### config.mk
export PLATFORM = sky130hd
export DESIGN_NAME = conv_layer_sched
export DESIGN_NICKNAME = d
export VERILOG_FILES = /design/src/rtl/conv_layer_sched.sv
export SDC_FILE = /design/constraint.sdc
export NUM_CORES = 1
export LEC_CHECK = 0
export BUFFER_PORTS_ARGS = -buffer_cell sky130_fd_sc_hd__buf_2
export CAP_MARGIN = 30
export CORE_AREA = 2 2 100 102
export DETAILED_ROUTE_END_ITERATION = 16
export DIE_AREA = 0 0 102 104
export GPL_TIMING_DRIVEN = 0
export SLEW_MARGIN = 20
export SYNTH_ARGS = -nofsm -noshare
export SYNTH_HDL_FRONTEND = slang
export SYNTH_SLANG_ARGS = --single-unit
### constraint.sdc
create_clock -name clk -period 2.1 [get_ports clk]
set_input_delay 0.42 -clock clk [delete_from_list [all_inputs] [get_ports clk]]
set_output_delay 0.42 -clock clk [all_outputs]
set_load 0.1 [all_outputs]
### src/rtl/conv_layer_sched.sv
// Layer sequencer for the 3x3 convolve engine: one start per two-output tile.
// Optional perf counters (perf_cycles, perf_stall) are built when CONV_SCHED_PERF_EN is defined.
module conv_layer_sched #(
  parameter int ADDR_W = 5,
  parameter int DIM_W  = 6,
  parameter int CNT_W  = 12
) (
  input  logic              clk,
  input  logic              rst_n,
  input  logic              cfg_valid,
  output logic              cfg_ready,
  input  logic [DIM_W-1:0]  cfg_rows,
  input  logic [DIM_W-1:0]  cfg_cols,
  input  logic [1:0]        cfg_stride,
  input  logic [ADDR_W-1:0] cfg_base,
  input  logic              abort,
  output logic              conv_start,
  output logic [1:0]        conv_stride,
  output logic [ADDR_W-1:0] conv_dest_addr,
  input  logic              conv_done,
  output logic              busy,
  output logic              layer_done,
  output logic              cfg_err,
  output logic [CNT_W-1:0]  tile_count,
  output logic [2:0]        dbg_state
`ifdef CONV_SCHED_PERF_EN
  ,
  output logic [31:0]       perf_cycles,
  output logic [15:0]       perf_stall
`endif
);

  localparam int GW = DIM_W + 1;

  typedef enum logic [2:0] {
    S_IDLE    = 3'd0,
    S_ISSUE   = 3'd1,
    S_WAIT    = 3'd2,
    S_ADVANCE = 3'd3,
    S_FINISH  = 3'd4
  } state_t;

  state_t              state_q, state_d;
  logic                cfg_ready_q, cfg_ready_d;
  logic                conv_start_q, conv_start_d;
  logic [1:0]          stride_q, stride_d;
  logic [ADDR_W-1:0]   dest_q, dest_d;
  logic                busy_q, busy_d;
  logic                layer_done_q, layer_done_d;
  logic                cfg_err_q, cfg_err_d;
  logic [CNT_W-1:0]    tile_count_q, tile_count_d;
  logic [CNT_W-1:0]    total_q, total_d;
  logic                done_prev_q, done_prev_d;

  logic [GW-1:0]       rows_m3, cols_m3, out_rows, out_cols, tiles_per_row;
  logic [2*GW-1:0]     geo_prod;
  logic [CNT_W-1:0]    geo_total;
  logic                cfg_legal, accept, done_rise;

  // Descriptor handshake: a descriptor transfers on the rising clk edge where
  // cfg_valid && cfg_ready; cfg_ready is high only in IDLE and abort blocks the transfer.
  always_comb begin
    rows_m3       = {1'b0, cfg_rows} - GW'(3);
    cols_m3       = {1'b0, cfg_cols} - GW'(3);
    // stride is 1 or 2 when legal, so stride-1 is just bit 1
    out_rows      = (rows_m3 >> cfg_stride[1]) + GW'(1);
    out_cols      = (cols_m3 >> cfg_stride[1]) + GW'(1);
    tiles_per_row = (out_cols + GW'(1)) >> 1;
    geo_prod      = {{GW{1'b0}}, out_rows} * {{GW{1'b0}}, tiles_per_row};
    geo_total     = CNT_W'(geo_prod);
    cfg_legal     = (cfg_rows >= DIM_W'(3)) && (cfg_cols >= DIM_W'(3)) &&
                    ((cfg_stride == 2'd1) || (cfg_stride == 2'd2));
    accept        = (state_q == S_IDLE) && cfg_valid && !abort;
    done_rise     = conv_done && !done_prev_q;

    state_d       = state_q;
    stride_d      = stride_q;
    dest_d        = dest_q;
    tile_count_d  = tile_count_q;
    total_d       = total_q;
    cfg_err_d     = 1'b0;
    done_prev_d   = conv_done;

    if (abort) begin
      state_d = S_IDLE;
    end else begin
      case (state_q)
        S_IDLE: begin
          if (accept) begin
            if (cfg_legal) begin
              state_d      = S_ISSUE;
              stride_d     = cfg_stride;
              dest_d       = cfg_base;
              tile_count_d = '0;
              total_d      = geo_total;
            end else begin
              cfg_err_d = 1'b1;
            end
          end
        end
        S_ISSUE: state_d = S_WAIT;
        S_WAIT: begin
          if (done_rise) begin
            state_d      = S_ADVANCE;
            tile_count_d = tile_count_q + CNT_W'(1);
            dest_d       = dest_q + ADDR_W'(2);
          end
        end
        S_ADVANCE: begin
          // let the engine drop done before restarting it
          if (tile_count_q == total_q) state_d = S_FINISH;
          else if (!conv_done)         state_d = S_ISSUE;
        end
        S_FINISH: state_d = S_IDLE;
        default:  state_d = S_IDLE;
      endcase
    end

    cfg_ready_d  = (state_d == S_IDLE);
    conv_start_d = (state_d == S_ISSUE);
    busy_d       = (state_d == S_ISSUE) || (state_d == S_WAIT) || (state_d == S_ADVANCE);
    layer_done_d = (state_d == S_FINISH);
  end

  always_ff @(posedge clk or negedge rst_n) begin
    if (!rst_n) begin
      state_q      <= S_IDLE;
      cfg_ready_q  <= 1'b1;
      conv_start_q <= 1'b0;
      stride_q     <= 2'd1;
      dest_q       <= '0;
      busy_q       <= 1'b0;
      layer_done_q <= 1'b0;
      cfg_err_q    <= 1'b0;
      tile_count_q <= '0;
      total_q      <= '0;
      done_prev_q  <= 1'b0;
    end else begin
      state_q      <= state_d;
      cfg_ready_q  <= cfg_ready_d;
      conv_start_q <= conv_start_d;
      stride_q     <= stride_d;
      dest_q       <= dest_d;
      busy_q       <= busy_d;
      layer_done_q <= layer_done_d;
      cfg_err_q    <= cfg_err_d;
      tile_count_q <= tile_count_d;
      total_q      <= total_d;
      done_prev_q  <= done_prev_d;
    end
  end

  assign cfg_ready      = cfg_ready_q;
  assign conv_start     = conv_start_q;
  assign conv_stride    = stride_q;
  assign conv_dest_addr = dest_q;
  assign busy           = busy_q;
  assign layer_done     = layer_done_q;
  assign cfg_err        = cfg_err_q;
  assign tile_count     = tile_count_q;
  assign dbg_state      = state_q;

`ifdef CONV_SCHED_PERF_EN
  logic [31:0] perf_cycles_q, perf_cycles_d;
  logic [15:0] perf_stall_q, perf_stall_d;

  always_comb begin
    perf_cycles_d = perf_cycles_q;
    perf_stall_d  = perf_stall_q;
    if (accept && cfg_legal) begin
      perf_cycles_d = '0;
      perf_stall_d  = '0;
    end else begin
      if (busy_q && (perf_cycles_q != '1)) perf_cycles_d = perf_cycles_q + 32'd1;
      if ((state_q == S_ADVANCE) && !abort && (tile_count_q != total_q) && conv_done &&
          (perf_stall_q != '1))
        perf_stall_d = perf_stall_q + 16'd1;
    end
  end

  always_ff @(posedge clk or negedge rst_n) begin
    if (!rst_n) begin
      perf_cycles_q <= '0;
      perf_stall_q  <= '0;
    end else begin
      perf_cycles_q <= perf_cycles_d;
      perf_stall_q  <= perf_stall_d;
    end
  end

  assign perf_cycles = perf_cycles_q;
  assign perf_stall  = perf_stall_q;
`endif

endmodule

; ---- After elaboration in Yosys (flattened, before gate mapping)
; Index checks and enable logic that the tools add are counted.
[totals]
word_cells = 71
out_inout_bits = 27
reg_bits = 40
in_bits = 24
[classes]
n_shift = 2
muxes = 19
addsub = 7
n_bitwise = 1
mul = 1
order_cmp = 2
reduce_logical = 15
eq_ne = 13
[op_table]
columns = cell, count
row1 = $mux W12, 3
row2 = $pmux W12 S2, 1
row3 = $add A7 B1 Y7 const B, 3
row4 = $mux W3, 6
row5 = $mux W5, 3
row6 = $shr A7 B1 Y7, 2
row7 = $sub A6 B2 Y7 const B, 2
row8 = $add A12 B1 Y12 const B, 1
row9 = $eq A12 B12 Y1, 1
row10 = $eq A3 B2 Y1 const B, 4
row11 = $ge A6 B2 Y1 const B, 2
row12 = $mul A7 B6 Y12, 1
row13 = $pmux W3 S4, 1
row14 = $pmux W5 S2, 1
row15 = $eq A3 B1 Y1 const B, 2
row16 = $logic_not A3 Y1, 2
row17 = $ne A2 B2 Y1 const B, 3
row18 = $add A5 B2 Y5 const B, 1
row19 = $logic_and A1 B1 Y1, 5
row20 = $reduce_and A5 Y1, 1
row21 = $mux W1, 4
row22 = $reduce_and A4 Y1, 1
row23 = $eq A3 B3 Y1 const B, 1
row24 = $logic_or A1 B1 Y1, 3
row25 = other kinds (5), 6

; ---- Logic depth before layout (Yosys ltp)
; Gate-level depths: netlist of run 1.
[depth]
ltp_word = 10
mapped_depth = 23
depth_no_buf = 22

; ---- Worst setup path after synthesis of run 1
; No wires, ideal clock.
[synth_timing]
kind = input-to-reg
start = input cfg_stride[1]
end = register total_q[11]
path_slack_ns = -3.622
required_time_ns = 2.031
n_path_buf = 3
arrival_ns = 5.653
setup_time_ns = 0.069
stages = 20
path_cell_list = buf_2 clkbuf_1 clkbuf_1 mux2_2 ha_1 nand3_1 a211oi_1 a311o_1 or2_1 fa_1 fa_1 fa_1 inv_1 ha_1 a21oi_1 o211ai_1 o41ai_1 xnor2_1 or4_1 nand3_1
[synth_between]
elab_chain_len = 4
word_cells_on_any_way = 11
classes_between = add/sub: 3 / mul: 1 / eq/ne: 2 / shift: 2 / reduce/logical: 3
[synth_lines]
columns = item, line
row1 = start: declaration, 14  ; input logic [1:0] cfg_stride,
row2 = "$shr A7 B1 Y7, or another cell as far along", 67  ; out_cols = (cols_m3 >> cfg_stride[1]) + GW'(1);
row3 = $add A7 B1 Y7 / $logic_or A1 B1 Y1 (equally long branches), "67, 72"
row4 = $add A7 B1 Y7 / $logic_and A1 B1 Y1 (equally long branches), "68, 71"
row5 = $mul A7 B6 Y12 / $reduce_and A4 Y1 (equally long branches), --
row6 = end signal: assignment, 148  ; total_q <= total_d;
row7 = end: declaration, 52  ; logic [CNT_W-1:0] total_q, total_d;
; Parallel ways exist; a longest one is shown, timed or not.
; A chain may end at the register's enable or synchronous reset.

; ---- Worst setup path after layout of run 1
[layout_timing]
start = input cfg_cols[0]
end = register total_q[11]
[layout_between]
elab_chain_len = 5
word_cells_on_any_way = 9
classes_between = add/sub: 3 / mul: 1 / order compare: 1 / shift: 1 / reduce/logical: 3
[layout_lines]
columns = item, line
row1 = start: declaration, 13  ; input logic [DIM_W-1:0] cfg_cols,
row2 = $sub A6 B2 Y7, 64  ; cols_m3 = {1'b0, cfg_cols} - GW'(3);
row3 = $shr A7 B1 Y7, 67
row4 = $add A7 B1 Y7, 67
row5 = $add A7 B1 Y7, 68  ; tiles_per_row = (out_cols + GW'(1)) >> 1;
row6 = $mul A7 B6 Y12, 69  ; geo_prod = {{GW{1'b0}}, out_rows} * {{GW{1'b0}}, tiles_per_row};
; Parallel ways exist; a longest one is shown, timed or not.

==> flow_metrics.tcl, run 1 <==
set metrics [dict create \
    status "complete, but fails checks" \
    violations "negative setup slack" \
    dp.cells 619 \
    slowest_stage "fa_1" \
    crit_chain "buf_12 > ha_4 > xnor2_2 > mux2_4 > ha_4 > nand3_4 > a211oi_2 > a311o_2 > or2_1 > fa_1 > fa_1 > fa_1 > inv_2 > ha_4 > a21oi_4 > o211ai_1 > o41ai_2 > xnor2_2 > or4_1 > nand3_1" \
    track_usage_pct 18.3 \
    syn_avg_cell_area_um2 8.52 \
    layout.cells.non_filler 666 \
    grt_max_degree 41 \
    cts.clk_slew.worst_paths_ns 0.08 \
    drc 0 \
    crit_fanout 6 \
    area_growth_pct 42.3 \
    slowest_delay_ns 0.52 \
    fin_skew_ns 0.00699 \
    clk_latency_ns 0.29 \
    synthFlopType "dfrtp_1" \
    wire_per_inst_um 14.7 \
    rsz0062_at_grt "true" \
    synth.yosys.seq_area_share_pct 26.8 \
    fillers 884 \
    route.antenna.remaining_nets 0 \
    final_core_util_pct 55.7 \
    synthCells 439 \
    drt_iter0_drc 193 \
    comb_power_share_pct 66.1 \
    syn-cell-area_mm2 0.00374 \
    port_buffers 47 \
    grt_first_pass_wirelength_um 15800 \
    slew_violations 0 \
    fmax_ghz 0.196 \
    cp-end-kind "flip-flop" \
    finalWorstSetupSlack_ns -3.00 \
    root_buffer "clkbuf_8" \
    leakagePower_uw 0.00238 \
    cts_buffers 5 \
    highest_layer "met4" \
    fin_nets 602 \
    p_switching_uw 2210 \
    fin_crit_ns 5.10 \
    mostFrequentLayoutCells "nand2_1 (54), buf_2 (45), nor2_1 (38)" \
    antenna_cells 0 \
    synth-edff-count 0 \
    start_util_pct 39.2 \
    clock-sinks 40 \
    core_mm2 0.00955 \
    mappedNetlistNets 509 \
    p_int_uw 2660 \
    antenna_found_initial 0 \
    ios 51 \
    hpwl_um 6920 \
    hold_viol 0 \
    worstHoldPathType "input pin to async pin" \
    clockBufferDepth 2 \
    yosysTopAreaCellShare_pct 25.4 \
    tightest_slew_ns 0.490 \
    crit_path_start_kind "input pin" \
    synth_top_cell_by_area "dfrtp_1" \
    yosysUniqueCellTypes 58 \
    power_frac_clock_pct 12.7 \
    via_per_inst 5.30 \
    dieWidth_um 102 \
    crit_arrival_ns 5.32 \
    setup_violations 10 \
    m1WireLength_um 4180 \
    route.met2.wl_um 5110 \
    routed_wl_um 9810 \
    drtPass1Iterations 4 \
    grt_pass1_vias 3409 \
    async_flop_share_pct 100 \
    required_ns 2.33 \
    drv_cap 0 \
    crit_family "adder cells" \
    drive_above_1_share_pct 39.6 \
    final_common_cell "nand2_1" \
    p_seq_share_pct 21.2 \
    dieArea_mm2 0.0106 \
    htreeDepth 2 \
    path_buf_inv 2 \
    path_class "input pin to flip-flop" \
    ys_seq_elements 40 \
    vias 3529 \
    switching_share_pct 45.4 \
    rows 36 \
    wl_met3_um 312 \
    powerDensity_mw_per_mm2 914 \
    tritoncts "yes" \
    peakVddDrop_v 0.000711 \
    fin_crit_sh_pct 243 \
    cts_hold_buf 0 \
    overflow 0 \
    gp_congestion 0.826 \
    slew-limit-headroom_pct 67.5 \
    yosys-top-cells-area "dfrtp_1 (25%), fa_1 (11%), ha_1 (8.7%), nand2_1 (5.5%), nor2_1 (4.8%)" \
    die_y_um 104 \
    whs_ns 0.0436 \
    synth_warnings 0 \
]
-- flip-flops by register name (all words and copies together) (netlist names) --
register	cells
cfg_ready	1
conv_dest_addr	5
layer_done	1
busy	1
conv_start	1
done_prev_q	1
tile_count	12
cfg_err	1
total_q	12
conv_stride	2
dbg_state	3
-- Yosys cell counts, types with 11 or more instances --
master,number
nand2_1,55
nor2_1,48
dfrtp_1,38
inv_1,29
ha_1,26
a21oi_1,23
o21ai_0,23
fa_1,20
xor2_1,20
nand3_1,19
xnor2_1,18
clkbuf_1,11
-- power by group through the flow --
stage | combinational, µW | clock [µW] | sequential (µW)
6_report | 3220 | 617 | 1030
5_1_grt | 3590 | 652 | 1060
4_1_cts | 2900 | 629 | 1040
3_5_place_dp | 2510 | 0 | 1050
3_3_place_gp | 2460 | 0 | 1050
2_1_floorplan | 1670 | 0 | 1420
-- kinds of logic after synthesis --
kind of cell               count (synthesis)  share of synthesized area (%)
and+or+nand+nor                          172                           21.8
AOI/OAI and AO/OA                         92                           16.7
buffers and inverters                     46                           4.95
adders and majority gates                 46                           19.4
DFF                                       40                           26.8
xor gates and xnor gates                  38                           8.90
muxes                                      5                           1.41
-- stage by stage --
stage | area, µm² | setup TNS (ns) | setup slack, ns | total power [µW]
floorplan | 4010 | -20.72 | -2.95 | 3090
global placement | 4410 | -33.68 | -3.48 | 3510
global route | 5320 | -21.99 | -3.15 | 5300
finish | 5320 | -20.17 | -3.00 | 4870
CTS | 4960 | -19.90 | -2.95 | 4560
detailed placement | 4410 | -34.66 | -3.54 | 3560
-- cell type report --
cell class | instances | area [µm²] | area share (%)
flip-flops and latches | 40 | 1030 | 19.4
clock inverters | 2 | 35.0 | 0.658
clock buffers | 6 | 72.6 | 1.36
multi-input cells | 353 | 3150 | 59.2
inverters | 30 | 113 | 2.12
plain buffers | 16 | 151 | 2.84
well taps | 133 | 166 | 3.13
repair buffers | 86 | 603 | 11.3
-- metal layers --
layer  global-route usage, %  vias up
met5                       0        -
met2                    32.4       85
li1                        -     1715
met4                    5.43        0
met3                    2.08       20
met1                    23.1     1709
-- worst paths after layout --
check / start / endpoint / slack (ns) / depth (start not counted)
worst max-delay path: cfg_cols[0] / total_q[11] / -3.00 / 20
worst min-delay path: rst_n / busy / 0.04 / 1
worst max register to register: dbg_state[2] / tile_count[6] / 0.02 / 7
worst min register to register: conv_stride[0] / conv_stride[0] / 0.46 / 2
max in group asynchronous: rst_n / tile_count[11] / 1.58 / 2
min in group clk: conv_done / done_prev_q / 0.27 / 1
-- repair_timing --
item                                   CTS  global route
setup endpoints to repair               28            25
setup buffers                           25            14
endpoints found under the hold margin    0             0
pin swaps                               39            42
gates resized for setup                 52            49
gates cloned                             0             0
Note: power is estimated with default switching activity, not from simulation.
==> run 2, diff against run 1 <==
- ABC_AREA: default -> 1
- CORE_AREA: 2 2 100 102 -> 2 2 99 101
- DIE_AREA: 0 0 102 104 -> 0 0 101 103
==> flow_metrics.tcl, run 2 <==
set metrics [dict create \
    status "complete, but fails checks" \
    violations "negative setup slack" \
    slew_violations 0 \
    async_flop_share_pct 100 \
    via_per_inst 5.03 \
    hold_end "done_prev_q" \
    setup_violations 10 \
    p_seq_share_pct 23.1 \
    peakVddDrop_v 0.000458 \
    fin_skew_ns 0.00695 \
    grt_max_degree 41 \
    vias 3569 \
    fin_crit_ns 4.22 \
    yosys-top-cells-area "dfrtp_1 (26%), nand2_1 (12%), fa_1 (11%), ha_1 (8.8%), inv_1 (7.9%)" \
    ys_seq_elements 40 \
    r2r_setup_slack_ns 0.24 \
    synth-edff-count 0 \
    yosysMostFrequentCell "nand2_1" \
    powerDensity_mw_per_mm2 908 \
    dp.cells 659 \
    crit_path_start_kind "input pin" \
    dieArea_mm2 0.0104 \
    crit_arrival_ns 4.40 \
    cts_buffers 5 \
    cts.clk_slew.worst_paths_ns 0.07 \
    grt_pass1_vias 3406 \
    hpwl_um 6720 \
    finalWorstSetupSlack_ns -2.12 \
    required_ns 2.28 \
    hold_viol 0 \
    mostFrequentLayoutCells "nand2_1 (101), inv_1 (58), buf_2 (48)" \
    r2r_end "total_q[0]" \
    drt_iter0_drc 82 \
    fin_crit_sh_pct 201 \
    root_buffer "clkbuf_8" \
    min_from "conv_done" \
    place_area_mm2 0.00429 \
    track_usage_pct 17.7 \
    switching_share_pct 46.5 \
    ios 51 \
    cp-end-kind "flip-flop" \
    r2r_start "dbg_state[0]" \
    clockBufferDepth 2 \
    clk_latency_ns 0.29 \
    synth_warnings 0 \
    finalPower_uw 4600 \
    comb_power_share_pct 65.5 \
    htreeDepth 2 \
    crit_fanout 5 \
    routed_wl_um 9220 \
    r2r_cells 11 \
    hold_depth 1 \
    worstHoldPathType "input pin to flip-flop" \
    mappedNetlistNets 566 \
    clock-sinks 40 \
    synthCells 496 \
    tightest_slew_ns 0.491 \
    leakagePower_uw 0.00254 \
    start_util_pct 38.9 \
    drtPass1Iterations 4 \
    fmax_ghz 0.237 \
    route.antenna.remaining_nets 0 \
    p_switching_uw 2140 \
    rows 36 \
    synth.yosys.seq_area_share_pct 27.3 \
    yosysTopAreaCellShare_pct 25.8 \
    syn_avg_cell_area_um2 7.42 \
    antenna_cells 0 \
    die_y_um 103 \
    p_int_uw 2460 \
    gp_congestion 0.813 \
    finish.instance_area_mm2 0.00507 \
    synthFlopType "dfrtp_1" \
    fillers 880 \
    path_class "input pin to flip-flop" \
    fin_nets 665 \
    port_buffers 49 \
    multi_input_area_mm2 0.00281 \
    grt_first_pass_wirelength_um 14900 \
    final_common_cell "nand2_1" \
    drv_cap 0 \
    drive_above_1_share_pct 36.9 \
    dieWidth_um 101 \
    syn-cell-area_mm2 0.00368 \
    core_mm2 0.00946 \
    pre_cts_ws_ns -2.74 \
    power_frac_clock_pct 11.3 \
    ff_latch_area_mm2 0.00101 \
    layout.cells.non_filler 710 \
    wire_per_inst_um 13.0 \
    rsz0062_at_grt "true" \
    synth_common_cells "nand2_1 (121), inv_1 (77), nor2_1 (56)" \
    slew-limit-headroom_pct 67.5 \
    antenna_found_initial 0 \
    tritoncts "yes" \
    drc 0 \
    yosysUniqueCellTypes 35 \
    final_core_util_pct 53.6 \
    area_growth_pct 37.8 \
    synth_top_cell_by_area "dfrtp_1" \
    overflow 0 \
]
## run 2: changes by cell type after synthesis, moves of 8 or more
| cell | change |
|---|---|
| o21ai_0 | -11 |
| nand4_1 | +15 |
| inv_1 | +48 |
| clkbuf_1 | -11 |
| nand3_1 | +18 |
| nand2b_1 | -8 |
| nand2_1 | +66 |
| nor2_1 | +8 |
| xnor2_1 | -8 |
| a21oi_1 | -12 |
## run 2: layout make-up
type	count	share of cell area (%)
multi-input cells	368	55.5
plain buffers	9	1.50
inverters	79	5.94
clock buffers	8	1.78
well taps	114	2.81
repair buffers	92	12.5
flip-flops and latches	40	20.0
## run 2: worst max path at each step
stage | slack, ns | end | from | cells past startpoint
after detailed placement | -2.74 | total_q[11] | cfg_cols[0] | 27
after floorplan | -2.14 | total_q[11] | cfg_rows[0] | 26
final | -2.12 | total_q[11] | cfg_cols[0] | 23
after global placement | -2.64 | total_q[11] | cfg_cols[0] | 27
after global routing | -2.30 | total_q[11] | cfg_cols[0] | 29
after CTS | -2.08 | total_q[8] | cfg_rows[0] | 23
## run 2: through the flow
stage,setup TNS (ns),hold slack [ns]
floorplan,-17.08,0.124
global placement,-21.05,0.469
detailed placement,-21.78,0.479
CTS,-16.44,0.276
global route,-18.32,0.272
finish,-16.69,0.286
## run 2: timing repair
item                                    CTS  global route
pin swaps                                45            41
gates resized for setup                  52            37
endpoints found under the setup margin   10            12
hold buffers                              0             1
hold endpoints to repair                  0             9
buffers inserted                         22            19
## run 2: worst max-delay path, cell delays in order
cell,delay (ns)
buf_8,0.10
ha_4,0.16
inv_4,0.06
nand2_4,0.04
and2_4,0.16
o21ai_4,0.14
inv_2,0.06
ha_4,0.17
nand3_4,0.10
xor2_4,0.24
buf_4,0.17
nor2_1,0.05
fa_1,0.50
fa_1,0.57
fa_1,0.47
ha_4,0.33
a21oi_2,0.06
o21a_1,0.17
a21o_1,0.16
nand2_2,0.07
nand2_1,0.07
nand3_2,0.08
nand2_1,0.05
## run 2: cell families (layout without fill, tap and decap cells)
logic type / count (synthesis) / after routing / synth area share (%)
compound gates: 40 / 40 / 6.39
xor+xnor: 28 / 28 / 6.66
fa+ha+maj: 46 / 46 / 19.7
buf+inv: 88 / 188 / 9.62
flops: 40 / 40 / 27.3
simple gates: 254 / 254 / 30.3
## run 2: power by group through the flow
stage / Clock, µW / Combinational [µW] / Sequential [µW]
global placement: 0 / 2380 / 1070
detailed placement: 0 / 2420 / 1080
CTS: 541 / 2730 / 1060
global route: 579 / 3340 / 1090
finish: 521 / 3020 / 1070
floorplan: 0 / 1480 / 1570
## run 2: layer usage
layer / vias up / global-route usage, % / share of wire, %
met5: - / 0 / 0
met4: 0 / 4.99 / 1.9
met3: 16 / 2.10 / 2.9
met2: 75 / 33.2 / 51
met1: 1705 / 21.3 / 44
li1: 1773 / - / -
